==> config.mk <==
export PLATFORM = sky130hd
export DESIGN_NAME = bist_host_ctrl_flat
export DESIGN_NICKNAME = d
export VERILOG_FILES = /design/src/rtl/bist_pkg.sv /design/src/rtl/bist_host_ctrl_if.sv /design/src/rtl/bist_host_timer.sv /design/src/rtl/bist_host_ctrl.sv /design/src/flat_wrapper.sv
export SDC_FILE = /design/constraint.sdc
export NUM_CORES = 1
export LEC_CHECK = 0
export BUFFER_PORTS_ARGS = -buffer_cell sky130_fd_sc_hd__buf_2
export CORE_MARGIN = 1.5
export CORE_UTILIZATION = 53
export DETAILED_ROUTE_END_ITERATION = 7
export PLACE_DENSITY = 0.8
export SETUP_SLACK_MARGIN = 0.2
export SYNTH_ARGS = -nofsm -noshare
export SYNTH_HDL_FRONTEND = slang
export SYNTH_HIERARCHICAL = 1
export SYNTH_SLANG_ARGS = --single-unit
==> constraint.sdc <==
create_clock -name clk_50MHz -period 3.3 [get_ports clk_50MHz]
set_input_delay 0.825 -clock clk_50MHz [delete_from_list [all_inputs] [get_ports clk_50MHz]]
set_output_delay 0.825 -clock clk_50MHz [all_outputs]
set_load 0.03 [all_outputs]
==> src/rtl/bist_pkg.sv <==
// rtl/bist_pkg.sv - shared encodings for the BIST host controller
package bist_pkg;

  typedef enum logic [1:0] {
    CMD_NOP   = 2'd0,
    CMD_LOAD  = 2'd1,
    CMD_RUN   = 2'd2,
    CMD_ABORT = 2'd3
  } cmd_e;

  // Upper nibble of bist_word selects the BIST operating mode.
  localparam logic [3:0]  MODE_LOAD      = 4'h1;
  localparam logic [3:0]  MODE_RUN       = 4'h2;
  localparam logic [15:0] STATUS_PENDING = 16'hF000;

  typedef enum logic [2:0] {
    ST_RESET,
    ST_IDLE,
    ST_LOAD_SET,
    ST_LOAD_CLK,
    ST_RUN,
    ST_REPORT
  } state_e;

endpackage

==> src/rtl/bist_host_ctrl_if.sv <==
// rtl/bist_host_ctrl_if.sv - host command and result handshake bundle
interface bist_host_ctrl_if;
  logic [1:0]  host_cmd;
  logic [15:0] host_data;
  logic        host_valid;
  logic        host_ready;
  logic [15:0] res_data;
  logic        res_timeout;
  logic        res_valid;
  logic        res_ready;

  modport master (
    output host_cmd, host_data, host_valid, res_ready,
    input  host_ready, res_data, res_timeout, res_valid
  );

  modport slave (
    input  host_cmd, host_data, host_valid, res_ready,
    output host_ready, res_data, res_timeout, res_valid
  );
endinterface

==> src/rtl/bist_host_timer.sv <==
// rtl/bist_host_timer.sv - loadable down-counter that holds at zero
module bist_host_timer #(
  parameter int             W       = 12,
  parameter logic [W-1:0]   RST_VAL = '0
) (
  input  logic         clk,
  input  logic         res_n,
  input  logic         load,
  input  logic [W-1:0] load_val,
  input  logic         dec,
  output logic         zero
);
  logic [W-1:0] cnt;

  always_ff @(posedge clk) begin
    if (!res_n)
      cnt <= RST_VAL;
    else if (load)
      cnt <= load_val;
    else if (dec && cnt != '0)
      cnt <= cnt - 1'b1;
  end

  assign zero = (cnt == '0);
endmodule

==> src/rtl/bist_host_ctrl.sv <==
// rtl/bist_host_ctrl.sv - sequences BIST program load, run and reset for the host
module bist_host_ctrl
  import bist_pkg::*;
#(
  parameter int RES_CYCLES = 4,
  parameter int MAX_WORDS  = 256,
  parameter int TIMEOUT    = 4096
) (
  input  logic                    clk_50MHz,
  input  logic                    res_n,
  bist_host_ctrl_if.slave         host,
  output logic                    busy,
  output logic                    load_ovf,
  output logic [15:0]             bist_word,
  output logic                    BIST_clk_en,
  output logic                    BIST_res,
  input  logic [15:0]             bist_status
);
  localparam int TW = $clog2((TIMEOUT > RES_CYCLES ? TIMEOUT : RES_CYCLES) + 1);
  localparam int CW = $clog2(MAX_WORDS + 1);
  localparam logic [TW-1:0] RES_LOAD  = TW'(RES_CYCLES - 1);
  localparam logic [TW-1:0] RUN_LOAD  = TW'(TIMEOUT - 1);
  localparam logic [CW-1:0] WORDS_MAX = CW'(MAX_WORDS);

  state_e        state;
  logic [CW-1:0] word_cnt;
  logic          accept, abort, done, go_reset, timer_zero;
  logic          tmr_load, tmr_dec;
  logic [TW-1:0] tmr_val;

  assign accept   = host.host_valid && host.host_ready;
  assign abort    = accept && host.host_cmd == CMD_ABORT;
  assign done     = bist_status != STATUS_PENDING;
  assign go_reset = abort || (state == ST_REPORT && host.res_ready);

  // Timer counts RESET hold cycles and RUN cycles; the last counted cycle is at zero.
  always_comb begin
    tmr_load = 1'b0;
    tmr_val  = RES_LOAD;
    tmr_dec  = 1'b0;
    if (go_reset)
      tmr_load = 1'b1;
    else if (state == ST_IDLE && accept && host.host_cmd == CMD_RUN) begin
      tmr_load = 1'b1;
      tmr_val  = RUN_LOAD;
    end else
      tmr_dec = (state == ST_RESET) || (state == ST_RUN);
  end

  bist_host_timer #(.W(TW), .RST_VAL(RES_LOAD)) u_timer (
    .clk      (clk_50MHz),
    .res_n    (res_n),
    .load     (tmr_load),
    .load_val (tmr_val),
    .dec      (tmr_dec),
    .zero     (timer_zero)
  );

  always_ff @(posedge clk_50MHz) begin
    if (!res_n) begin
      state            <= ST_RESET;
      word_cnt         <= '0;
      BIST_res         <= 1'b1;
      BIST_clk_en      <= 1'b0;
      bist_word        <= '0;
      host.host_ready  <= 1'b0;
      host.res_valid   <= 1'b0;
      host.res_data    <= '0;
      host.res_timeout <= 1'b0;
      busy             <= 1'b1;
      load_ovf         <= 1'b0;
    end else if (go_reset) begin
      state           <= ST_RESET;
      word_cnt        <= '0;
      BIST_res        <= 1'b1;
      BIST_clk_en     <= 1'b1;
      bist_word       <= '0;
      host.host_ready <= 1'b0;
      host.res_valid  <= 1'b0;
      busy            <= 1'b1;
      if (abort)
        load_ovf <= 1'b0;
    end else begin
      case (state)
        ST_RESET: begin
          word_cnt <= '0;
          if (timer_zero) begin
            state           <= ST_IDLE;
            BIST_res        <= 1'b0;
            BIST_clk_en     <= 1'b0;
            host.host_ready <= 1'b1;
            busy            <= 1'b0;
          end
        end
        ST_IDLE: begin
          if (accept && host.host_cmd == CMD_LOAD) begin
            if (word_cnt < WORDS_MAX) begin
              bist_word <= host.host_data;
              state     <= ST_LOAD_SET;
              busy      <= 1'b1;
            end else
              load_ovf <= 1'b1;
          end else if (accept && host.host_cmd == CMD_RUN) begin
            bist_word   <= {MODE_RUN, 12'h000};
            state       <= ST_RUN;
            BIST_clk_en <= 1'b1;
            busy        <= 1'b1;
          end
        end
        ST_LOAD_SET: begin
          state       <= ST_LOAD_CLK;
          BIST_clk_en <= 1'b1;
        end
        ST_LOAD_CLK: begin
          state       <= ST_IDLE;
          BIST_clk_en <= 1'b0;
          word_cnt    <= word_cnt + 1'b1;
          busy        <= 1'b0;
        end
        ST_RUN: begin
          if (done || timer_zero) begin
            host.res_data    <= bist_status;
            host.res_timeout <= !done;
            host.res_valid   <= 1'b1;
            BIST_clk_en      <= 1'b0;
            state            <= ST_REPORT;
          end
        end
        ST_REPORT: ;
        default: state <= ST_RESET;
      endcase
    end
  end
endmodule

==> src/flat_wrapper.sv <==
// flat-port wrapper written by rule: the top's interface ports become plain ports
module bist_host_ctrl_flat import bist_pkg::*;
#(
  parameter int RES_CYCLES = 4,
  parameter int MAX_WORDS  = 256,
  parameter int TIMEOUT    = 4096
)
  (clk_50MHz, res_n, busy, load_ovf, bist_word, BIST_clk_en, BIST_res, bist_status, host_host_cmd, host_host_data, host_host_valid, host_res_ready, host_host_ready, host_res_data, host_res_timeout, host_res_valid);
  bist_host_ctrl_if host_i ();
  input  logic clk_50MHz;
  input  logic res_n;
  output logic busy;
  output logic load_ovf;
  output logic [15:0] bist_word;
  output logic BIST_clk_en;
  output logic BIST_res;
  input  logic [15:0] bist_status;
  input wire logic [$bits(host_i.host_cmd)-1:0] host_host_cmd;
  input wire logic [$bits(host_i.host_data)-1:0] host_host_data;
  input wire logic [$bits(host_i.host_valid)-1:0] host_host_valid;
  input wire logic [$bits(host_i.res_ready)-1:0] host_res_ready;
  output wire logic [$bits(host_i.host_ready)-1:0] host_host_ready;
  output wire logic [$bits(host_i.res_data)-1:0] host_res_data;
  output wire logic [$bits(host_i.res_timeout)-1:0] host_res_timeout;
  output wire logic [$bits(host_i.res_valid)-1:0] host_res_valid;
  assign host_i.host_cmd = host_host_cmd;
  assign host_i.host_data = host_host_data;
  assign host_i.host_valid = host_host_valid;
  assign host_i.res_ready = host_res_ready;
  assign host_host_ready = host_i.host_ready;
  assign host_res_data = host_i.res_data;
  assign host_res_timeout = host_i.res_timeout;
  assign host_res_valid = host_i.res_valid;
  bist_host_ctrl #(.RES_CYCLES(RES_CYCLES), .MAX_WORDS(MAX_WORDS), .TIMEOUT(TIMEOUT)) u_core (.clk_50MHz(clk_50MHz), .res_n(res_n), .host(host_i), .busy(busy), .load_ovf(load_ovf), .bist_word(bist_word), .BIST_clk_en(BIST_clk_en), .BIST_res(BIST_res), .bist_status(bist_status));
endmodule
==> impl_metrics.env, run 1 <==
export IMPL_postSynth_asyncResetShare_pct=0
export IMPL_crit_path_max_fanout=32
export IMPL_cts_reportedPaths_clkPinSlew_ps=60
export IMPL_grt_usage_pct=23.8
export IMPL_p_int_mw=1.41
export IMPL_run_status="complete, no violations"
export IMPL_cp_end_kind="register"
export IMPL_timing_final_setup_violations=0
export IMPL_root_buffer="sky130_fd_sc_hd__clkbuf_8"
export IMPL_fin_hold_ws_ps=455
export IMPL_period_minus_slack_ps=2570
export IMPL_netlist_instances=362
export IMPL_antenna_left=0
export IMPL_layout_commonest_cell="sky130_fd_sc_hd__buf_2"
export IMPL_core_mm2=0.00554
export IMPL_post_dp_hpwl_mm=4.94
export IMPL_worst_endpoint_arrival_ps=2760
export IMPL_die_height_um=78.8
export IMPL_regArea_mm2=0.00128
export IMPL_timing_slew_headroom_pct=27.8
export IMPL_fin_crit_sh_pct=77.8
export IMPL_final_hold_violation_count=0
export IMPL_gp_congestion=0.941
export IMPL_timing_max_cap_violations=0
export IMPL_critical_path_n_buffers_inverters=1
export IMPL_cts_path_max_buffers=2
export IMPL_path_class="register to register"
export IMPL_totalWireLength_mm=7.18
export IMPL_timing_fmax_ghz=0.390
export IMPL_post_cts_repair_setup_buffers=0
export IMPL_timing_max_transition_violations_final=0
export IMPL_detailedPlace_worstSlack_ps=564
export IMPL_synth_area_per_cell_um2=8.41
export IMPL_syn_cell_area_mm2=0.00304
export IMPL_synth_seq_area_share_pct=42.1
export IMPL_max_vdd_ir_drop_mv=0.329
export IMPL_cts_repair_resize_count=0
export IMPL_synth_ff_latch_count=64
export IMPL_power_total_mw=2.06
export IMPL_vias_per_cell=5.87
export IMPL_die_width_um=78.8
export IMPL_worst_margin_pin_slew_ps=1080
export IMPL_number_of_iterations_in_the_first_detailed_routing_pass=5
export IMPL_multi_input_area_mm2=0.00162
export IMPL_post_route_worst_setup_slack_ps=733
export IMPL_share_seq_of_total_power_pct=43.8
export IMPL_grt_antenna_before_repair=0
export IMPL_worst_endpoint_required_ps=3490
export IMPL_cts_tree="built"
export IMPL_cts_buffers=9
export IMPL_yosysWarnings=6
export IMPL_cts_max_level=3
export IMPL_drtIter0Drc=320
export IMPL_cp_cell_sequence="inv_1 > ha_1 > or4b_1 > nor3_1 > o21a_1 > o21ai_0"
export IMPL_floorplan_io_pins=77
export IMPL_worst_clock_skew_ps=12.3
export IMPL_mostFrequentLayoutCells="sky130_fd_sc_hd__buf_2, sky130_fd_sc_hd__dfxtp_1, sky130_fd_sc_hd__nor2_1, sky130_fd_sc_hd__o21ai_0, sky130_fd_sc_hd__nand2_1"
export IMPL_yosys_area_top_type_share_pct=42.1
export IMPL_grt_pass1_vias=2579
export IMPL_switching_share_pct=31.8
export IMPL_power_per_cell_area_mw_per_mm2=569
export IMPL_drt_wirelength_per_cell_um=14.2
export IMPL_grt_overflow_total=0
export IMPL_critical_path_slowest_cell="sky130_fd_sc_hd__o21a_1"
export IMPL_synth_largest_area_cell="sky130_fd_sc_hd__dfxtp_1"
export IMPL_hold_class="register to register"
export IMPL_cts_hold_repair_buffers=0
export IMPL_initial_cell_density_of_the_core_pct=54.9
export IMPL_dieArea_mm2=0.00621
export IMPL_num_rows=27
export IMPL_synth_top_flop_cell="sky130_fd_sc_hd__dfxtp_1"
export IMPL_pwr_share_clk_pct=32.3
export IMPL_share_comb_of_total_power_pct=23.8
export IMPL_cp_start_kind="register"
export IMPL_drive_gt1_share_pct=25.9
export IMPL_vias=2966
export IMPL_grt_start_max_net_pins=47
export IMPL_design_final_nets=471
export IMPL_rsz0062_at_grt="no"
export IMPL_fin_tns_setup_ps=0
export IMPL_insertion_delay_ps=350
export IMPL_insertedDiodeCount=0
export IMPL_yosysUniqueCellTypes=60
export IMPL_psw_uw=656
export IMPL_crit_path_max_incr_delay_ps=730
export IMPL_leak_pwr_nw=1.47
export IMPL_placement_io_buffers=76
export IMPL_clk_sink_count=64
export IMPL_post_place_cells=491
export IMPL_area_growth_syn_to_layout_pct=19.1
export IMPL_final_routed_drc_violation_total=0
export IMPL_synth_enable_flop_cells=0
export IMPL_critical_path_top_delay_family="compound AO/OA/AOI/OAI gates"
export IMPL_grt_pass1_wl_mm=11.6
export IMPL_fill_cells=470
export IMPL_synth_area_top_cells="sky130_fd_sc_hd__dfxtp_1, sky130_fd_sc_hd__o21ai_0, sky130_fd_sc_hd__nor2_1, sky130_fd_sc_hd__a22oi_2, sky130_fd_sc_hd__nand2_1"
export IMPL_post_layout_nonfiller_instances=505
[synthesized netlist by cell type, types with 3 or more instances]
library cell,n
sky130_fd_sc_hd__dfxtp_1,64
sky130_fd_sc_hd__buf_2,7
sky130_fd_sc_hd__nand2_1,31
sky130_fd_sc_hd__nor4_1,10
sky130_fd_sc_hd__or2_2,3
sky130_fd_sc_hd__a31oi_1,6
sky130_fd_sc_hd__a311oi_1,4
sky130_fd_sc_hd__ha_1,3
sky130_fd_sc_hd__nor4b_1,3
sky130_fd_sc_hd__and3_1,3
sky130_fd_sc_hd__nand3_1,23
sky130_fd_sc_hd__or4_1,5
sky130_fd_sc_hd__nand4_1,6
sky130_fd_sc_hd__a22oi_2,10
sky130_fd_sc_hd__a21oi_1,21
sky130_fd_sc_hd__o21ai_0,32
sky130_fd_sc_hd__nor3_1,9
sky130_fd_sc_hd__clkbuf_1,13
sky130_fd_sc_hd__nor2_1,37
sky130_fd_sc_hd__inv_1,6
sky130_fd_sc_hd__xnor2_1,3
sky130_fd_sc_hd__o311a_1,3
sky130_fd_sc_hd__a22oi_1,6
sky130_fd_sc_hd__or3_1,6
[metal layers]
| metal | vias to the layer above | share of wire [%] | GRT usage (%) |
|---|---|---|---|
| met4 | 0 | 1.5 | 8.75 |
| met5 | - | 0 | 0 |
| met2 | 110 | 45 | 36.7 |
| met1 | 1380 | 47 | 31.3 |
| met3 | 15 | 6.6 | 7.24 |
| li1 | 1461 | - | - |
[power by group through the flow]
stage	clock network [mW]	logic [mW]	registers (mW)
floorplan	0	0.363	0.918
global placement	0	0.464	0.914
detailed placement	0	0.476	0.915
CTS	0.679	0.482	0.901
global route	0.712	0.529	0.912
finish	0.666	0.492	0.904
[cells by family after synthesis]
| logic type | share of synthesized area [%] |
|---|---|
| buf+inv | 4.97 |
| simple gates | 26.2 |
| fa+ha+maj | 1.23 |
| mux | 0.329 |
| other cells | 0.247 |
| flops | 42.1 |
| xor+xnor | 1.15 |
| compound gates | 23.8 |
[metrics by stage]
stage | util [%] | cell area [um^2]
CTS | 65.4 | 3620
floorplan | - | 3050
finish | 65.4 | 3620
detailed placement | 61.9 | 3430
global route | 65.4 | 3620
global placement | 61.9 | 3430
[path summary, 6_finish.rpt]
path	end	slack (ps)	from	cells after the start
min	u_core/host.res_data[11]	460	u_core/host.res_data[11]	2
max	u_core/host.res_data[15]	730	u_core/u_timer/cnt[0]	6
min reg2reg	u_core/host.res_data[11]	460	u_core/host.res_data[11]	2
max reg2reg	u_core/host.res_data[15]	730	u_core/u_timer/cnt[0]	6
[flip-flops by register name, summed over array words and instances (netlist names)]
register,flops
u_core/BIST_clk_en,1
u_core/BIST_res,1
u_core/bist_word,16
u_core/busy,1
u_core/host.host_ready,1
u_core/host.res_data,16
u_core/host.res_timeout,1
u_core/host.res_valid,1
u_core/load_ovf,1
u_core/state,3
u_core/u_timer/cnt,13
u_core/word_cnt,9
[area by class of cell]
cell class	count	area share (%)
multi-input cells	267	44.6
flip-flops and latches	64	35.3
repair buffers	81	11.5
clock buffers	11	4.18
well taps	72	2.49
clock inverters	3	1.17
inverters	7	0.725
[tightest hold or removal path: cells and delay by family (launching register included)]
kind,cells,cell delay [ps]
AO/OA/AOI/OAI,1,60
flip-flops,1,300
AND/OR/NAND/NOR,1,50
(Power assumes the default switching activity.)
==> run 2, diff against run 1 <==
Clock period 3.3 ns to 2.65 ns, I/O delays scaled along.
==> run 2 against run 1 <==
Against the previous run: non-clock buffer count increased by 7; sequential power rose by 25%; power is 25% higher; maximum frequency rose by 15%; final cell count grew 1.8%; largest cell class unchanged; largest power group unchanged.
==> impl_metrics.env, run 2 (synthesized netlist as in run 1, its figures left out) <==
export IMPL_cp_end_kind="register"
export IMPL_max_vdd_ir_drop_mv=0.420
export IMPL_power_per_cell_area_mw_per_mm2=695
export IMPL_fin_tns_setup_ps=0
export IMPL_rr_endpoint="u_core/BIST_clk_en"
export IMPL_cts_max_level=3
export IMPL_drive_gt1_share_pct=27.6
export IMPL_grt_start_max_net_pins=33
export IMPL_crit_path_max_incr_delay_ps=590
export IMPL_period_minus_slack_ps=2230
export IMPL_cts_hold_repair_buffers=0
export IMPL_critical_path_top_delay_family="simple AND/OR/NAND/NOR gates"
export IMPL_whs_path_depth=1
export IMPL_grt_pass1_wl_mm=12.0
export IMPL_fin_hold_ws_ps=454
export IMPL_worst_clock_skew_ps=11.7
export IMPL_rsz0062_at_grt="no"
export IMPL_post_place_cells=498
export IMPL_hp_start="u_core/BIST_res"
export IMPL_grt_usage_pct=24.1
export IMPL_layout_commonest_cell="sky130_fd_sc_hd__buf_2"
export IMPL_gp_congestion=0.889
export IMPL_leak_pwr_nw=1.51
export IMPL_core_mm2=0.00554
export IMPL_vias=2987
export IMPL_cts_reportedPaths_clkPinSlew_ps=70
export IMPL_die_width_um=78.8
export IMPL_insertion_delay_ps=340
export IMPL_drt_wirelength_per_cell_um=14.0
export IMPL_num_rows=27
export IMPL_timing_max_cap_violations=0
export IMPL_timing_final_setup_violations=0
export IMPL_cp_start_kind="register"
export IMPL_path_class="register to register"
export IMPL_crit_path_max_fanout=7
export IMPL_cts_repair_resize_count=0
export IMPL_cts_path_max_buffers=2
export IMPL_clk_sink_count=64
export IMPL_grt_antenna_before_repair=0
export IMPL_final_core_util_pct=66.8
export IMPL_worst_path_most_repeated_cell="sky130_fd_sc_hd__nor2_1"
export IMPL_post_dp_hpwl_mm=5.09
export IMPL_number_of_iterations_in_the_first_detailed_routing_pass=4
export IMPL_worst_endpoint_arrival_ps=2510
export IMPL_worst_endpoint_required_ps=2930
export IMPL_critical_path_n_buffers_inverters=2
export IMPL_floorplan_io_pins=77
export IMPL_cts_tree="built"
export IMPL_dieArea_mm2=0.00621
export IMPL_hold_class="register to register"
export IMPL_critical_path_slowest_cell="sky130_fd_sc_hd__or4b_1"
export IMPL_root_buffer="sky130_fd_sc_hd__clkbuf_8"
export IMPL_vias_per_cell=5.81
export IMPL_insertedDiodeCount=0
export IMPL_timing_fmax_ghz=0.448
export IMPL_cts_buffers=9
export IMPL_timing_slew_headroom_pct=30.7
export IMPL_post_cts_repair_setup_buffers=0
export IMPL_ff2ff_setup_slack_ps=420
export IMPL_run_status="complete, no violations"
export IMPL_cell_depth_of_the_worst_flop_to_flop_path=10
export IMPL_grt_pass1_vias=2687
export IMPL_die_height_um=78.8
export IMPL_design_final_nets=478
export IMPL_final_hold_violation_count=0
export IMPL_cp_cell_sequence="inv_1 > ha_1 > or4b_1 > nor3_2 > buf_4 > nor2_1 > nor2_1 > a221oi_1 > nor2_1 > o311a_1"
export IMPL_topRoutingLayerUsed="met4"
export IMPL_met2_length_mm=3.36
export IMPL_drtIter0Drc=247
export IMPL_placement_io_buffers=76
export IMPL_area_growth_syn_to_layout_pct=21.5
export IMPL_initial_cell_density_of_the_core_pct=54.9
export IMPL_regToRegStartpoint="u_core/u_timer/cnt[0]"
export IMPL_post_layout_nonfiller_instances=514
export IMPL_fill_cells=459
export IMPL_met3_length_um=480
export IMPL_mostFrequentLayoutCells="sky130_fd_sc_hd__buf_2, sky130_fd_sc_hd__dfxtp_1, sky130_fd_sc_hd__nor2_1, sky130_fd_sc_hd__o21ai_0, sky130_fd_sc_hd__nand2_1"
export IMPL_biggest_registers_after_layout="u_core/bist_word: 16 flops, u_core/host.res_data: 16 flops, u_core/u_timer/cnt: 13 flops"
export IMPL_worst_margin_pin_slew_ps=1030
export IMPL_fin_crit_sh_pct=84.2
export IMPL_totalWireLength_mm=7.22
export IMPL_final_routed_drc_violation_total=0
export IMPL_antenna_left=0
export IMPL_power_total_mw=2.57
export IMPL_min_delay_worst_endpoint="u_core/BIST_res"
export IMPL_grt_overflow_total=0
export IMPL_met1Wirelength_mm=3.33
export IMPL_timing_max_transition_violations_final=0
==> run 2: cell types whose count changed in the layout (fill, tap and decap cells not counted), sizes merged <==
| cell | change |
|---|---|
| buf | +7 |
| clkbuf | -2 |
| clkinvlp | +2 |
| clkinv | +1 |
| inv | +1 |
==> run 2: worst max path at each step <==
| stage | startpoint | endpoint | slack [ps] | cells past startpoint |
|---|---|---|---|---|
| after floorplan | u_core/u_timer/cnt[0] | u_core/host.res_data[10] | 340 | 7 |
| after CTS | u_core/u_timer/cnt[0] | u_core/host.res_data[11] | 330 | 9 |
| after global placement | host_host_cmd[1] | u_core/u_timer/cnt[3] | 190 | 7 |
| after detailed placement | host_host_cmd[1] | u_core/u_timer/cnt[3] | 120 | 7 |
| final | u_core/u_timer/cnt[0] | u_core/BIST_clk_en | 420 | 10 |
| after global routing | u_core/u_timer/cnt[0] | u_core/state[0] | 230 | 7 |
==> run 2: per-layer routing <==
metal,vias to the layer above,global-route usage (%)
met5,-,0
met4,0,8.75
met3,4,7.59
met2,101,37.0
met1,1394,31.7
li1,1488,-
==> run 2: layout make-up <==
| cell class | count | area, um^2 | area share, % |
|---|---|---|---|
| well taps | 72 | 90.1 | 2.43 |
| flip-flops and latches | 64 | 1280 | 34.6 |
| clock inverters | 7 | 71.3 | 1.93 |
| inverters | 7 | 26.3 | 0.710 |
| multi-input cells | 267 | 1620 | 43.8 |
| repair buffers | 88 | 487 | 13.2 |
| clock buffers | 9 | 124 | 3.35 |
==> run 2: metrics by stage <==
| step | setup WS, ps | instance area (um^2) |
|---|---|---|
| after floorplan | 337 | 3050 |
| after global placement | 187 | 3500 |
| after detailed placement | 123 | 3500 |
| after CTS | 334 | 3690 |
| after global routing | 227 | 3700 |
| final | 419 | 3700 |
==> run 2: worst register-to-register path: stages, from the launching register on <==
cell	delay, ps
sky130_fd_sc_hd__dfxtp_1	340
sky130_fd_sc_hd__inv_1	120
sky130_fd_sc_hd__ha_1	170
sky130_fd_sc_hd__or4b_1	590
sky130_fd_sc_hd__nor3_2	210
sky130_fd_sc_hd__buf_4	190
sky130_fd_sc_hd__nor2_1	40
sky130_fd_sc_hd__nor2_1	140
sky130_fd_sc_hd__a221oi_1	70
sky130_fd_sc_hd__nor2_1	160
sky130_fd_sc_hd__o311a_1	160
==> run 2: where the power goes <==
part	leakage [nW]	switching, mW	internal (mW)	total, mW
logic	0.897	0.365	0.253	0.618
clock network	0.0916	0.394	0.433	0.828
registers	0.517	0.0898	1.04	1.13
==> run 3, diff against run 2 <==
Settings changed: CORE_UTILIZATION 53 to 48, PLACE_DENSITY 0.8 to 0.76.
Clock period 2.65 ns to 1.9 ns, I/O delays scaled along.
==> run 3 against run 2 <==
Against the previous run: the run now ends with setup timing left; core utilization increased by 8.5 points; flip-flop and latch count is the same; wire length grew 29%; non-clock buffer count is 61 higher; combinational power grew to 3.1 times the previous value; die area is 10% higher; via count up 12%; sequential share of layout area is 6.2 points lower; critical endpoint is now u_core/u_timer/cnt[7]; largest cell class unchanged.
==> impl_metrics.env, run 3 (synthesized netlist as in run 1, its figures left out) <==
export IMPL_run_status="finished with violations"
export IMPL_violated_checks="setup timing"
export IMPL_worst_clock_skew_ps=10.7
export IMPL_leak_pwr_nw=1.88
export IMPL_cp_start_kind="register"
export IMPL_num_rows=28
export IMPL_cts_path_max_buffers=2
export IMPL_grt_usage_pct=26.7
export IMPL_grt_antenna_before_repair=0
export IMPL_rsz0062_at_grt="yes"
export IMPL_timing_final_setup_violations=26
export IMPL_clk_sink_count=64
export IMPL_cts_max_level=3
export IMPL_layout_commonest_cell="sky130_fd_sc_hd__buf_2"
export IMPL_fill_cells=416
export IMPL_share_comb_of_total_power_pct=41.1
export IMPL_grt_pass1_vias=2955
export IMPL_grt_pass1_wl_mm=13.8
export IMPL_worst_endpoint_required_ps=2190
export IMPL_period_minus_slack_ps=2010
export IMPL_dieArea_mm2=0.00683
export IMPL_hold_class="input port to register"
export IMPL_power_per_cell_area_mw_per_mm2=1020
export IMPL_number_of_iterations_in_the_first_detailed_routing_pass=5
export IMPL_grt_start_max_net_pins=36
export IMPL_post_route_worst_setup_slack_ps=-113
export IMPL_final_core_util_pct=75.3
export IMPL_switching_share_pct=34.6
export IMPL_placement_io_buffers=76
export IMPL_timing_slew_headroom_pct=55.1
export IMPL_psw_mw=1.60
export IMPL_floorplan_io_pins=77
export IMPL_gp_congestion=0.935
export IMPL_die_width_um=82.6
export IMPL_grt_overflow_total=0
export IMPL_p_int_mw=3.02
export IMPL_antenna_left=0
export IMPL_cts_buffers=9
export IMPL_drt_wirelength_per_cell_um=16.1
export IMPL_path_class="register to register"
export IMPL_vias_per_cell=5.79
export IMPL_area_growth_syn_to_layout_pct=49.1
export IMPL_cts_reportedPaths_clkPinSlew_ps=70
export IMPL_crit_path_max_fanout=5
export IMPL_mostFrequentLayoutCells="sky130_fd_sc_hd__buf_2, sky130_fd_sc_hd__dfxtp_1, sky130_fd_sc_hd__buf_4, sky130_fd_sc_hd__nor2_1, sky130_fd_sc_hd__nand2_1"
export IMPL_fin_crit_sh_pct=106
export IMPL_biggest_registers_after_layout="u_core/bist_word: 16 flops, u_core/host.res_data: 16 flops, u_core/u_timer/cnt: 13 flops"
export IMPL_final_routed_drc_violation_total=0
export IMPL_worst_margin_pin_slew_ps=668
export IMPL_vias=3347
export IMPL_post_dp_hpwl_mm=5.52
export IMPL_worst_endpoint_arrival_ps=2300
export IMPL_initial_cell_density_of_the_core_pct=50.5
export IMPL_insertion_delay_ps=350
export IMPL_totalWireLength_mm=9.28
export IMPL_die_height_um=82.6
export IMPL_share_seq_of_total_power_pct=33.1
export IMPL_root_buffer="sky130_fd_sc_hd__clkbuf_8"
export IMPL_ff2ff_setup_slack_ps=-110
export IMPL_cts_tree="built"
export IMPL_timing_max_cap_violations=0
export IMPL_final_hold_violation_count=0
export IMPL_cp_end_kind="register"
export IMPL_drive_gt1_share_pct=45.5
export IMPL_max_vdd_ir_drop_mv=0.695
export IMPL_fin_tns_setup_ps=-1000
export IMPL_design_final_nets=539
export IMPL_timing_max_transition_violations_final=0
export IMPL_pwr_share_clk_pct=25.7
export IMPL_fin_hold_ws_ps=358
export IMPL_timing_fmax_ghz=0.497
export IMPL_cts_hold_repair_buffers=0
export IMPL_drtIter0Drc=208
export IMPL_insertedDiodeCount=0
export IMPL_core_mm2=0.00603
==> run 3: changes by cell type in the layout (fill, tap and decap cells not counted), sizes merged <==
| cell | delta |
|---|---|
| clkbuf | +3 |
| buf | +61 |
| clkinv | -1 |
| clkinvlp | -3 |
| inv | +1 |
==> run 3: cell type report <==
type	instances	area (um^2)	area share, %
multi-input combinational	267	1900	41.9
clock buffer	12	145	3.20
inverter	7	28.8	0.634
sequential	64	1290	28.4
tap	75	93.8	2.07
clock inverter	4	52.6	1.16
timing repair buffer	149	1030	22.6
==> run 3: critical path: stages, from the launching register on <==
cell	delay, ps
sky130_fd_sc_hd__dfxtp_2	330
sky130_fd_sc_hd__inv_2	70
sky130_fd_sc_hd__ha_4	130
sky130_fd_sc_hd__or4b_4	490
sky130_fd_sc_hd__buf_6	140
sky130_fd_sc_hd__o31ai_4	320
sky130_fd_sc_hd__buf_4	180
sky130_fd_sc_hd__o31a_1	120
sky130_fd_sc_hd__o311a_1	160
==> run 3: through the flow <==
stage | power [mW] | setup slack, ps | instance area [um^2] | std cells
2_1_floorplan | 2.34 | 18.7 | 3120 | 363
3_3_place_gp | 2.75 | -99.6 | 3840 | 539
3_5_place_dp | 2.77 | -139 | 3840 | 539
4_1_cts | 4.37 | -87.3 | 4360 | 570
5_1_grt | 4.80 | -188 | 4540 | 578
6_report | 4.61 | -113 | 4540 | 578
==> run 3: worst paths after layout <==
check                                 from                  endpoint  cells past startpoint
setup / recovery     u_core/u_timer/cnt[1]     u_core/u_timer/cnt[7]                      8
hold / removal          host_host_data[10]      u_core/bist_word[10]                      3
setup reg to reg     u_core/u_timer/cnt[1]     u_core/u_timer/cnt[7]                      8
hold reg to reg   u_core/host.res_data[13]  u_core/host.res_data[13]                      2
==> run 3: routing by layer <==
metal	wire length, um	track usage, %
met2	4710	44.2
met5	0	0
met1	3780	33.5
met4	195	10.5
met3	603	5.93
==> run 3: power by group through the flow <==
stage                     clock network (mW)  registers [mW]  logic, mW
after detailed placement                   0            1.54       1.23
after global routing                    1.27            1.54       1.99
after CTS                               1.21            1.52       1.64
final                                   1.19            1.53       1.90
after floorplan                            0            1.60      0.736
after global placement                     0            1.54       1.21
==> run 3: what timing repair did <==
item / in CTS / in global routing
setup buffers: 14 / 8
cloned: 1 / 0
endpoints found under the setup margin: 36 / 61
pin swaps: 30 / 20
resized for setup: 57 / 33
